$ cat src/rtl/fifo_rd_stream.sv
// Read-side drain adapter: pulls words from a FIFO with registered rdata and
// presents them as a first-word-fall-through valid/ready stream via a 3-entry skid buffer.
module fifo_rd_stream #(
  parameter int WIDTH     = 8,
  parameter int CNT_WIDTH = 16
) (
  input  logic                 rclk,
  input  logic                 rrst,
  output logic                 rinc,
  input  logic                 rempty,
  input  logic [WIDTH-1:0]     rdata,
  output logic                 m_valid,
  input  logic                 m_ready,
  output logic [WIDTH-1:0]     m_data,
  output logic [1:0]           m_level,
  output logic [CNT_WIDTH-1:0] rd_count
);

  logic [1:0]           occ_q, occ_d;
  logic [1:0]           wptr_q, wptr_d;
  logic [1:0]           rptr_q, rptr_d;
  logic                 pend_q, pend_d;
  logic [CNT_WIDTH-1:0] cnt_q, cnt_d;
  logic [WIDTH-1:0]     mem_q [3];
  logic [2:0]           credit;
  logic                 issue;
  logic                 pop;

  function automatic logic [1:0] ptr_inc(input logic [1:0] p);
    return (p == 2'd2) ? 2'd0 : p + 2'd1;
  endfunction

  // Credit counts words already buffered plus the one in flight on rdata,
  // so a captured word always finds a free slot without looking at m_ready.
  assign credit  = {1'b0, occ_q} + {2'b00, pend_q};
  assign rinc    = !rrst && !rempty && (credit < 3'd3);
  assign issue   = rinc && !rempty;
  assign pop     = m_valid && m_ready;

  assign m_valid  = (occ_q != 2'd0);
  assign m_data   = mem_q[rptr_q];
  assign m_level  = occ_q;
  assign rd_count = cnt_q;

  always_comb begin
    pend_d = issue;
    wptr_d = pend_q ? ptr_inc(wptr_q) : wptr_q;
    rptr_d = pop ? ptr_inc(rptr_q) : rptr_q;
    cnt_d  = pop ? cnt_q + 1'b1 : cnt_q;
    occ_d  = occ_q;
    case ({pend_q, pop})
      2'b10:   occ_d = occ_q + 2'd1;
      2'b01:   occ_d = occ_q - 2'd1;
      default: occ_d = occ_q;
    endcase
  end

  always_ff @(posedge rclk) begin
    if (rrst) begin
      occ_q  <= '0;
      wptr_q <= '0;
      rptr_q <= '0;
      pend_q <= 1'b0;
      cnt_q  <= '0;
      for (int i = 0; i < 3; i++) mem_q[i] <= '0;
    end else begin
      occ_q  <= occ_d;
      wptr_q <= wptr_d;
      rptr_q <= rptr_d;
      pend_q <= pend_d;
      cnt_q  <= cnt_d;
      if (pend_q) mem_q[wptr_q] <= rdata;
    end
  end

endmodule
$ cat config.mk
export PLATFORM = sky130hd
export DESIGN_NAME = fifo_rd_stream
export DESIGN_NICKNAME = d
export VERILOG_FILES = /design/src/rtl/fifo_rd_stream.sv
export SDC_FILE = /design/constraint.sdc
export NUM_CORES = 1
export LEC_CHECK = 0
export ABC_AREA = 1
export BUFFER_PORTS_ARGS = -buffer_cell sky130_fd_sc_hd__buf_4
export CORE_MARGIN = 1
export CORE_UTILIZATION = 45
export DETAILED_ROUTE_END_ITERATION = 7
export GPL_ROUTABILITY_DRIVEN = 0
export GPL_TIMING_DRIVEN = 0
export PLACE_DENSITY = 0.66
export SYNTH_ARGS = -nofsm -noshare
export SYNTH_HDL_FRONTEND = slang
export SYNTH_SLANG_ARGS = --single-unit
$ cat constraint.sdc
create_clock -name rclk -period 3.35 [get_ports rclk]
set_input_delay 0.1675 -clock rclk [delete_from_list [all_inputs] [get_ports rclk]]
set_output_delay 0.1675 -clock rclk [all_outputs]
set_load 0.005 [all_outputs]
---- Yosys cells after proc, flatten, opt, wreduce, memory -nomap -nowiden ----
Memory sizes are Yosys's and may differ from the RTL's. A register that Yosys moved wholly into a read port is not among the register bits.
Cells that the tools add are included.
word-level totals
  bits of input ports ..................... 12
  bits in registers ....................... 23
  word-level logic and storage cells ...... 39
  bits in writable memories ............... 24
  memories kept ........................... 1
cells by class
  mux-type cells .......................... 13
  reduce and logical (&&, ||, !) cells .... 9
  eq/ne operators ......................... 4
  add/subtract/negate cells ............... 6
  order comparisons ....................... 1
memory list
  name   depth  bits a word  read ports  clocked after Yosys merged registers in  write ports  line  RTL
  mem_q  3      8            1           1                                        3            24    logic [WIDTH-1:0] mem_q [3];
operators by type and width
  kind                                                                   count
  16-bit by 1-bit adder with 16-bit output, second input constant        1
  2-bit 2-to-1 mux                                                       5
  8-bit 2-to-1 mux                                                       1
  8-bit OR reduction                                                     1
  2-bit by 1-bit adder with 2-bit output, second input constant          3
  2-bit equality test, second input constant                             3
  1-bit 2-to-1 mux                                                       6
  1-bit logical AND                                                      4
  2-bit case mux with 2 select lines                                     1
  2-bit nonzero test                                                     2
  2-bit by 1-bit adder with 3-bit output                                 1
  3-bit by 2-bit < comparator with 1-bit output, second input constant   1
  2-bit by 1-bit equality test with 1-bit output, second input constant  1
  1-bit zero test                                                        2
  2-bit by 1-bit subtractor with 2-bit output, second input constant     1

---- Logic depth before layout (Yosys ltp) ----
  word-level depth ........................ 5
  gate-level depth with buffers ........... 8
  mapped depth without buffers ............ 8

---- Worst setup path before layout ----
Ideal clock, no wire load.
  path kind ............................... register to register
  start point ............................. register wptr_q[1]
  end point ............................... memory mem_q[3][0] (enable)
  setup slack ............................. 1631 ps
  data required time ...................... 2955 ps
  data arrival time ....................... 1325 ps
  clock period less this slack ............ 1719 ps
  cell stages (with the launch flop) ...... 3
  cells stage by stage .................... dfxtp_1 inv_1 nor4_1
RTL lines
  what                    line  RTL
  start, declared         20    logic [1:0] wptr_q, wptr_d;
  start signal, assigned  68    wptr_q <= wptr_d;
  end, declared           24

---- Worst setup path in the final report ----
  start point ............................. register occ_q[0], in the netlist m_level[0]
  end point ............................... output rinc
between the ends
  longest elaborated chain between the ends .. 3
RTL lines
  what                                           line  RTL
  start, declared                                19    logic [1:0] occ_q, occ_d;
  start signal, assigned                         60    occ_q <= '0;
  start signal, assigned                         67    occ_q <= occ_d;
  2-bit by 1-bit adder with 3-bit output         35    assign credit = {1'b0, occ_q} + {2'b00, pend_q};
  3-bit by 2-bit < comparator with 1-bit output  36    assign rinc = !rrst && !rempty && (credit < 3'd3);
  1-bit logical AND                              36
  end, declared                                  9     output logic rinc,
No other way between the ends.

==> results.md <==
* Status: completed
* Top cell type's share of synthesized area at 0.3763
* Power Total at 1906 µW
* Fraction of layout cells with a size suffix above 1 at 0.2333
* Worst Hold Class: input port to flip-flop
* Most frequent cell after synthesis: nor2_1
* Synth top area cells: edfxtp_1 38%, dfxtp_1 20%, nor2_1 8.7%, nand2_1 5.0%, inv_1 4.7%
* Cell row count at 27
* Synthesized netlist cell count at 274
* Worst EP arrival at 1.84 ns
* HP Start: rempty
* Setup violations, final at 0
* Avg Vias per Cell at 4.908
* Worst reg2reg path startpoint: pend_q
* Post-synth top area cell: edfxtp_1
* Remaining Overflow, GRT at 0
* CP Max Fanout at 6
* Fillcell total at 495
* P&R area growth vs syn at 22.83%
* Final #Nets at 341
* First-pass GRT wire length at 8.694 mm
* Yosys warns at 0
* Hold_buf cts at 0
* Main synth FF type: edfxtp_1
* MaxCap Viol Count at 0
* GRT Util Overall at 0.1879
* Combinational power share at 0.236
* Max Slew Vio Count at 0
* Setup Buffers After CTS at 0
* Max VDD drop at 0.0003699 V
* Chip width at 77.33 µm
* Setup_tns at 0 ns
* Sequential share of the synthesized area at 0.5723
* Max Buffers Root-to-Sink at 2
* CTS tree: done
* Number of nets with antenna violations after routing at 0
* Clock Sinks at 57
* Core Footprint at 0.005473 mm²
* Post-synth EDFFs at 32
* Crit path time final at 2.010 ns
* H-tree levels at 3
* Via count at 1973
* Number of CTS-inserted buffers at 9
* Synth Net Count at 290
* DR iter-0 viols at 120
* Synth top cells by count: 59 x nor2_1, 34 x nand2_1, 32 x edfxtp_1, 32 x inv_1, 25 x dfxtp_1
* Root Buffer: clkbuf_8
* Actual slew at the worst max-slew pin at 0.6400 ns
* Routed WL per cell at 12.82 µm
* Clk slew on worst S/H paths at 0.06 ns
* Rel. slew slack at 0.5698
* Seq pwr share at 0.447
* Largest net degree at the start of global routing at 11
* Initial Utilization at 0.4666
* Clock Skew at 0.005250 ns
* Num ports at 40
* #FFs+latches synth at 57
* Max Fclk at 497.6 MHz
* WS Path Type: flip-flop to primary output
* Hold WS at 0.02030 ns
* Final-report hold violation count at 0
* Routed WL at 5.155 mm
* P_sw at 566.2 µW
* First drt pass iteration count at 4
* Initial antenna violation count at 0
* Post-synth ARST share at 0
* Power per cell area at 607.6 mW/mm²
* Post-route DRC violation count at 0
* Crit path from: m_level[0]
* Number of global-route vias before repair at 1873
* Part of the cycle the worst path needs at 0.5999
* Die height at 77.33 µm
* Worst-skew pair later-pin latency at 0.32 ns
* Mapped Area at 0.002554 mm²
* Sw frac at 0.2970
* CP required at 3.18 ns
* Finished Core Util at 0.5732
* Power Internal at 1340 µW
* Total die area at 0.005980 mm²
* Post-DP HPWL at 3.619 mm
* CTS-repair resized insts at 0
* LEAKAGE at 0.001304 µW
* Clock power share at 0.318
* Yosys cell types at 31
* Post-Syn Area per Cell at 9.320 µm²
* Setup crit end kind: primary output
* Antenna diodes at 0
* RSZ-0062 raised after global routing: false
* Startpoint Class: flip-flop
* IO buf count at 39
stage by stage:
step	cells	worst slack, ns	instance area [µm²]
final	402	1.340	3137
after global routing	402	1.265	3137
after CTS	402	1.336	3137
after detailed placement	386	1.554	2950
after global placement	385	0.6841	2937
after floorplan	274	1.631	2554
kinds of logic after synthesis:
family	after synthesis	synth area share
xor gates and xnor gates	1	0.003430
and+or+nand+nor	124	0.2317
DFF	57	0.5723
buffers and inverters	37	0.05879
adders and majority gates	4	0.01960
AOI/OAI and AO/OA	51	0.1142
worst max-delay path, cell delays in order, from the launching register on:
cell and delay (ns):
dfxtp_1 0.49, ha_1 0.20, ha_1 0.23, a2111oi_0 0.42
buf_4 0.18
cell usage in the layout (no fill, tap or decap), types with 2 or more instances in the layout:
cell type and count:
nand3_1 8, inv_1 32, and3_1 2, a21oi_1 11
nor2_2 5, buf_4 40, buf_2 3, a2111oi_0 2
nor2_4 4, o21ai_0 23, nor2_1 59, dfxtp_1 25
clkinv_2 2, nand3_2 4, clkinvlp_4 2, clkbuf_1 2
nand4_1 2, nand2_2 2, nand2_1 34, o22ai_1 8
o31ai_1 2, edfxtp_1 32, ha_1 4, clkbuf_8 9
worst paths after layout:
kind                 endpoint  slack (ns)  cells after the start
setup / recovery         rinc        1.34                      4
hold / removal         pend_q        0.02                      2
setup reg to reg  mem_q[0][1]        1.60                      4
hold reg to reg   rd_count[5]        0.49                      2
power groups by stage:
| stage | clock network, µW | registers [µW] | logic, µW |
|---|---|---|---|
| 2_1_floorplan | 0 | 852 | 264 |
| 3_3_place_gp | 0 | 865 | 444 |
| 3_5_place_dp | 0 | 866 | 453 |
| 4_1_cts | 617 | 852 | 453 |
| 5_1_grt | 650 | 860 | 512 |
| 6_report | 605 | 851 | 449 |
registers in the layout, indices dropped and copies added (netlist names), named ones only:
| register | count |
|---|---|
| rd_count | 16 |
| rptr_q | 2 |
| mem_q | 32 |
| pend_q | 1 |
| m_level | 2 |
| wptr_q | 2 |
layer usage:
metal	wire [µm]	GRT usage
met2	2389	0.3027
met4	80	0.07925
met5	0	0
met1	2438	0.2462
met3	248	0.03765
final cells by class:
type | instances | area [µm²] | area share
Timing Repair Buffer | 40 | 300.3 | 0.09573
Inverter | 32 | 120.1 | 0.03829
Tap cell | 72 | 90.09 | 0.02872
Multi-Input combinational cell | 180 | 948.4 | 0.3024
Buffer | 5 | 30.03 | 0.009573
Sequential cell | 57 | 1461 | 0.4659
Clock inverter | 6 | 58.81 | 0.01875
Clock buffer | 10 | 127.6 | 0.04069
Power figures use the tool's default switching activity.
